--- src/rtl/sevenseg_scan_ctrl.sv ---
// sevenseg_scan_ctrl: frame-buffered, time-multiplexed 7-segment digit scanner
module sevenseg_scan_ctrl #(
  parameter int NUM_DIGITS   = 4,
  parameter int REFRESH_DIV  = 50000,
  parameter int BLANK_CYCLES = 500
) (
  input  logic                    clk,
  input  logic                    rst,
  input  logic                    load,
  input  logic [4*NUM_DIGITS-1:0] value_bcd,
  input  logic                    lz_suppress,
  output logic                    ready,
  output logic [3:0]              bcd_out,
  output logic [NUM_DIGITS-1:0]   an_L,
  output logic                    frame_tick
);
  localparam int CW = REFRESH_DIV > 1 ? $clog2(REFRESH_DIV) : 1;
  localparam int IW = NUM_DIGITS > 1 ? $clog2(NUM_DIGITS) : 1;
  logic [CW-1:0]           cnt;
  logic [IW-1:0]           idx;
  logic [4*NUM_DIGITS-1:0] active, shadow, act_n;
  logic [NUM_DIGITS-1:0]   sup;
  logic                    commit, last_cnt, last_idx, blank, hide, z;
  logic [3:0]              nib;
  // cnt/idx describe the slot position presented on the outputs after the next edge;
  // a commit is forwarded so the first slot of the new frame already shows the new value
  always_comb begin
    commit   = frame_tick && !ready;
    act_n    = commit ? shadow : active;
    last_cnt = cnt == CW'(REFRESH_DIV - 1);
    last_idx = idx == IW'(NUM_DIGITS - 1);
    blank    = cnt < CW'(BLANK_CYCLES);
    sup      = '0;
    z        = 1'b1;
    for (int d = NUM_DIGITS - 1; d >= 0; d--) begin
      z      = z && (act_n[4*d +: 4] == 4'h0);
      sup[d] = z && (d > 0);
    end
    nib  = act_n[4*idx +: 4];
    hide = lz_suppress && sup[idx];
  end
  // scan sequencing, load/commit handshake and registered display outputs
  always_ff @(posedge clk) begin
    if (rst) begin
      cnt        <= '0;
      idx        <= '0;
      active     <= '0;
      shadow     <= '0;
      ready      <= 1'b1;
      an_L       <= '1;
      bcd_out    <= 4'hF;
      frame_tick <= 1'b0;
    end else begin
      cnt        <= last_cnt ? '0 : cnt + 1'b1;
      if (last_cnt) idx <= last_idx ? '0 : idx + 1'b1;
      active     <= act_n;
      if (load && ready) shadow <= value_bcd;
      ready      <= commit || (ready && !load);
      bcd_out    <= hide ? 4'hF : nib;
      an_L       <= (blank || hide) ? '1 : ~(NUM_DIGITS'(1) << idx);
      frame_tick <= last_cnt && last_idx;
    end
  end
endmodule
--- config.mk ---
export PLATFORM = sky130hd
export DESIGN_NAME = sevenseg_scan_ctrl
export DESIGN_NICKNAME = d
export VERILOG_FILES = /design/src/rtl/sevenseg_scan_ctrl.sv
export SDC_FILE = /design/constraint.sdc
export NUM_CORES = 1
export LEC_CHECK = 0
export CAP_MARGIN = 20
export CORE_MARGIN = 2
export CORE_UTILIZATION = 40
export CTS_BUF_LIST = sky130_fd_sc_hd__clkbuf_4 sky130_fd_sc_hd__clkbuf_8
export DETAILED_ROUTE_END_ITERATION = 12
export PLACE_DENSITY_LB_ADDON = 0.08
export SLEW_MARGIN = 20
export SYNTH_ARGS = -nofsm -noshare
export SYNTH_HDL_FRONTEND = slang
export SYNTH_SLANG_ARGS = --single-unit
--- constraint.sdc ---
create_clock -name clk -period 1.68 [get_ports clk]
set_input_delay 0.336 -clock clk [delete_from_list [all_inputs] [get_ports clk]]
set_output_delay 0.336 -clock clk [all_outputs]
set_load 0.1 [all_outputs]
==> impl_metrics.toml, run 1 <==
[min_path]
whs_endpoint = "shadow[2]"
hp-start = "shadow[2]"
hp-class = "reg -> reg"
hold_depth = 2

[global_route]
grt_pass1_vias = 1775
track_usage = 0.1665
grt_max_degree = 32
grt_pass1_wl_um = 8259
grt-ovfl-total = 0
antenna_found_initial = 0

[placement]
port_buffers = 29
dpl_cell_area_um2 = 3034
dp_hpwl_um = 3644
gp_congestion = 0.8153

[routing]
drc_errors = 0
drt_first_pass_iters = 4
drt-total-wl_um = 4951
via_per_inst = 4.938
wl_per_cell_um = 12.25
vias = 1995
drtAntennaViolNets = 0
drtIter0Drc = 97

[sta]
worst_slew_pin_slew_ns = 0.3685
slew_viol_final = 0
max_freq_ghz = 0.6343
rsz0062_at_grt = "no"
setup_viol = 0
relSlewSlack = 0.7512
fin_skew_ns = 0.009560
tns_ns = 0
min_period_ns = 1.576
hold_violations = 0
timing.final.crit_share = 0.9384

[synthesis]
async_reset_ff_frac = 0
synth-seq-cells = 60
yosysSeqAreaShare = 0.4936
syn-cell-area_um2 = 2434
syn_avg_cell_area_um2 = 8.817
synth_ff_type = "dfxtp_1"
syn_inst = 276
synth_edf_count = 0
synth_nets = 301
synth.distinct_cells = 36
yosysWarnings = 0

[layout]
multiInputGateArea_um2 = 1161
finalInstanceArea_um2 = 3243
layout_commonest_cell = "dfxtp_1"
layout_common_cells = "58 x dfxtp_1, 48 x nand2_1, 41 x nor2_1"
layout.nets = 350
n_fill_cell = 558
register_area_um2 = 1209
area_growth_pct = 33.26
final_util = 0.5510
drive_gt1_frac = 0.1733
n_antenna_cell = 0

[clock_tree]
root_buffer = "clkbuf_8"
clock_path_buffers = 2
htreeDepth = 3
clkSinkCount = 60
clk_pin_slew_worst_paths_ns = 0.06
cts_tree = "done"
clkLatencyLatePin_ns = 0.33
cts_buffers = 9

[setup_path]
cp.arrival_ns = 1.85
critical_path.max_stage_delay_ns = 0.44
cp_cell_sequence = "nand2b_4, mux2i_2, nand4_1, a221o_2, nand3b_1"
r2r_cells = 5
worst_path_max_delay_cell = "a221o_2"
r2r_setup_slack_ns = 0.10
cp-start-kind = "register"
critical_path.endpoint_type = "register"
reg2reg_from = "ready"
worstPathMaxFanout = 14
critPathRequiredTime_ns = 1.95
path_class = "reg -> reg"
rr_endpoint = "bcd_out[2]"

[status]
status = "complete, no violations"

[pwr]
irDropWorstVdd_mv = 0.5201
total_power_uw = 2865
p_leak_uw = 0.001360
p_per_area_nw_per_um2 = 883.4

[floorplanning]
die_x_um = 82
num_rows = 28
die-area_um2 = 6724
fp.dieH_um = 82
coreArea_um2 = 5886
start_util = 0.4135
top_level_ports = 30

[job]
drv_cap = 0
power by group:
group | switching, uW | internal [uW] | leakage [uW]
clock network | 504 | 635 | 0.0000961
registers | 27.2 | 1460 | 0.000489
logic | 126 | 116 | 0.000775
how the worst max path moves through the flow:
stage          startpoint    endpoint  slack (ns)  depth (start not counted)
3_3_place_gp        ready     an_L[1]        0.08                          5
2_1_floorplan       ready     an_L[0]       -0.09                          6
5_1_grt            cnt[1]      cnt[8]       0.007                          7
4_1_cts             ready     an_L[0]        0.04                          5
3_5_place_dp        ready     an_L[0]        0.05                          5
6_report            ready  bcd_out[2]        0.10                          5
worst max-delay path: cells and delay by family, from the launching register on:
kind            cells  cell delay (ns)
simple gates        3             0.47
flops               1             0.34
mux                 1             0.26
compound gates      1             0.44
cell usage after synthesis (all sizes together), types with 5 or more instances:
library cell	n	share of area
a21oi	20	0.041
clkbuf	10	0.015
dfxtp	60	0.49
ha	5	0.026
mux2i	17	0.070
nand2	48	0.074
nand3	12	0.025
nand4	5	0.013
nor2	41	0.063
xnor2	6	0.022
xor2	6	0.022
area by class of cell:
type	instances	share of cell area
sequential	60	0.3727
multi-input combinational	198	0.3580
timing repair buffer	52	0.1813
clock buffer	13	0.05131
tap	75	0.02894
inverter	4	0.004630
clock inverter	2	0.003086
cells by family (layout without fill, tap and decap cells):
group	Yosys count	after routing	share of synthesized area
adders and majority gates	5	5	0.02571
AOI/OAI and AO/OA	32	32	0.07609
muxes	19	19	0.07918
xor gates and xnor gates	12	12	0.04319
DFF	60	60	0.4936
buffers and inverters	18	71	0.03342
and+or+nand+nor	130	130	0.2488
routing by layer:
| layer | wire (um) | up-vias | track usage |
|---|---|---|---|
| met5 | 0 | - | 0 |
| met4 | 104 | 0 | 0.08000 |
| met3 | 210 | 9 | 0.05385 |
| met2 | 2101 | 40 | 0.2333 |
| met1 | 2535 | 909 | 0.2291 |
| li1 | - | 1037 | - |
per-stage QoR:
step	hold WS, ns	instances	worst slack [ns]
after global routing	0.4889	404	0.006585
after floorplan	0.4261	276	-0.09370
after CTS	0.4657	400	0.03836
after global placement	0.4527	385	0.07899
after detailed placement	0.4568	385	0.04877
final	0.4650	404	0.1035
timing repair:
action	CTS	global route
endpoints found under the setup margin	0	11
buffers inserted	0	4
resized for setup	0	2
hold buffers	0	0
flip-flops by register name, summed over array words and instances, names as in the netlist:
name / cells
idx: 2
an_L: 4
cnt: 16
ready: 1
frame_tick: 1
shadow: 16
bcd_out: 4
active: 16
Note: power is estimated with default switching activity, not from simulation.
==> inputs of run 2 (changes only) <==
--- a/config.mk
+++ b/config.mk
@@ -5,7 +5,8 @@
 export SDC_FILE = /design/constraint.sdc
 export NUM_CORES = 1
 export LEC_CHECK = 0
-export CAP_MARGIN = 20
+export CAP_MARGIN = 30
+export CORE_ASPECT_RATIO = 0.9
 export CORE_MARGIN = 2
 export CORE_UTILIZATION = 40
 export CTS_BUF_LIST = sky130_fd_sc_hd__clkbuf_4 sky130_fd_sc_hd__clkbuf_8
==> run 2 against run 1 <==
Combinational power about the same. Hold slack got worse by 0.0052 ns. Global-route usage about the same. Power increased by 7.7%. Register-to-register slack about the same. Critical path depth unchanged. Clock skew increased by 0.0022 ns. Design area increased by 1.5%. Final cell count decreased by 1.2%. Wire length increased by 3.9%. Largest cell class unchanged. Clock power increased by 19%. Utilization increased by 1.7 points.
==> impl_metrics.toml, run 2 (synthesis results as in run 1) <==
[sta]
setup_viol = 0
min_period_ns = 1.569
hold_violations = 0
fin_skew_ns = 0.01177
slew_viol_final = 0
rsz0062_at_grt = "no"
max_freq_ghz = 0.6374
timing.final.crit_share = 0.9338
worst_slew_pin_slew_ns = 0.3404
tns_ns = 0
relSlewSlack = 0.7707
whs_ns = 0.4598
fin_ws_ns = 0.1112

[layout]
area_growth_pct = 35.22
drive_gt1_frac = 0.1763
n_antenna_cell = 0
final_util = 0.5683
layout_commonest_cell = "dfxtp_1"
layout_common_cells = "58 x dfxtp_1, 48 x nand2_1, 41 x nor2_1"
top_regs = "active (16), cnt (16), shadow (16)"
layout.nets = 350

[floorplanning]
start_util = 0.4203
die-area_um2 = 6725
top_level_ports = 30
fp.dieH_um = 78.00
coreArea_um2 = 5791
die_x_um = 86.22
num_rows = 26

[setup_path]
critPathRequiredTime_ns = 1.95
r2r_setup_slack_ns = 0.11
critical_path.endpoint_type = "register"
worstPathMaxFanout = 8
cp-start-kind = "register"
cp.arrival_ns = 1.84
r2r_cells = 5
rr_endpoint = "an_L[1]"
reg2reg_from = "ready"
path_class = "reg -> reg"

[min_path]
hold_depth = 2
hp-start = "shadow[1]"
whs_endpoint = "shadow[1]"
hp-class = "reg -> reg"

[global_route]
grt-ovfl-total = 0
grt_max_degree = 32
grt_pass1_wl_um = 8549
antenna_found_initial = 0
grt_pass1_vias = 1822
track_usage = 0.1661

[pwr]
total_power_uw = 3085
p_sw_frac = 0.2199
pwr-share-clk = 0.440
p_leak_uw = 0.001378
seq_power_share = 0.481
p_per_area_nw_per_um2 = 937.5
irDropWorstVdd_mv = 0.4879
p_sw_uw = 678.3
comb_power_share = 0.079
p_int_uw = 2407

[clock_tree]
htreeDepth = 3
clkSinkCount = 60
clk_pin_slew_worst_paths_ns = 0.06
clock_path_buffers = 2
cts_buffers = 9
clkLatencyLatePin_ns = 0.34
cts_tree = "done"
root_buffer = "clkbuf_8"

[placement]
port_buffers = 29
dpl_worst_slack_ns = 0.05292
gp_congestion = 0.7936
dp_hpwl_um = 3661

[status]
status = "complete, no violations"

[routing]
drtIter0Drc = 109
drt-total-wl_um = 5143
vias = 1966
wl_per_cell_um = 12.89
via_per_inst = 4.927
drt_first_pass_iters = 4
drtAntennaViolNets = 0
drc_errors = 0

[job]
drv_cap = 0
run 2: worst max-delay path by stage:
stage,end,cells after the start,from
2_1_floorplan,an_L[0],6,ready
3_3_place_gp,an_L[1],5,ready
3_5_place_dp,an_L[1],5,ready
4_1_cts,an_L[1],5,ready
5_1_grt,an_L[1],5,ready
6_report,an_L[1],5,ready
run 2: area by class of cell:
cell class | count | area (um^2)
multi-input cells | 199 | 1176
clock inverters | 1 | 30.03
fillers | 520 | 2500
clock buffers | 14 | 180.2
repair buffers | 51 | 593.1
well taps | 70 | 87.58
inverters | 4 | 15.01
flip-flops and latches | 60 | 1209
run 2: power by group through the flow:
stage	sequential (uW)	combinational, uW	clock [uW]
floorplan	1550	78.2	0
global placement	1510	245	0
detailed placement	1510	245	0
CTS	1480	246	1410
global route	1490	267	1460
finish	1480	245	1360
run 2: routing by layer:
| metal | wire (um) | vias to the layer above | track usage |
|---|---|---|---|
| met5 | 0 | - | 0 |
| met4 | 82 | 0 | 0.07188 |
| met3 | 228 | 9 | 0.06596 |
| met2 | 2053 | 42 | 0.2178 |
| met1 | 2778 | 881 | 0.2376 |
| li1 | - | 1034 | - |
run 2: repair_timing:
action                                  in CTS  in global routing
hold endpoints to repair                     0                  0
setup buffers                                0                  4
endpoints found under the setup margin       0                 14
gates resized for setup                      0                  3
hold buffers                                 0                  0
run 2: through the flow:
step	cell area [um^2]	instances
after global placement	3033	379
after CTS	3243	394
after floorplan	2452	276
after detailed placement	3033	379
final	3291	399
after global routing	3291	399
run 2: worst max-delay path, stage by stage (launching register included):
cell and delay (ns):
dfxtp_4 0.35, nand2b_2 0.25, o41ai_1 0.09, o21ai_0 0.21
a221o_2 0.50, nand4b_1 0.12
==> inputs of run 3 (changes only) <==
--- a/config.mk
+++ b/config.mk
@@ -12,7 +12,7 @@
 export CTS_BUF_LIST = sky130_fd_sc_hd__clkbuf_4 sky130_fd_sc_hd__clkbuf_8
 export DETAILED_ROUTE_END_ITERATION = 12
 export PLACE_DENSITY_LB_ADDON = 0.08
-export SLEW_MARGIN = 20
+export SLEW_MARGIN = 10
 export SYNTH_ARGS = -nofsm -noshare
 export SYNTH_HDL_FRONTEND = slang
 export SYNTH_SLANG_ARGS = --single-unit
==> results of run 3 <==
The final DEF is identical to that of run 2; final timing and power are the same.
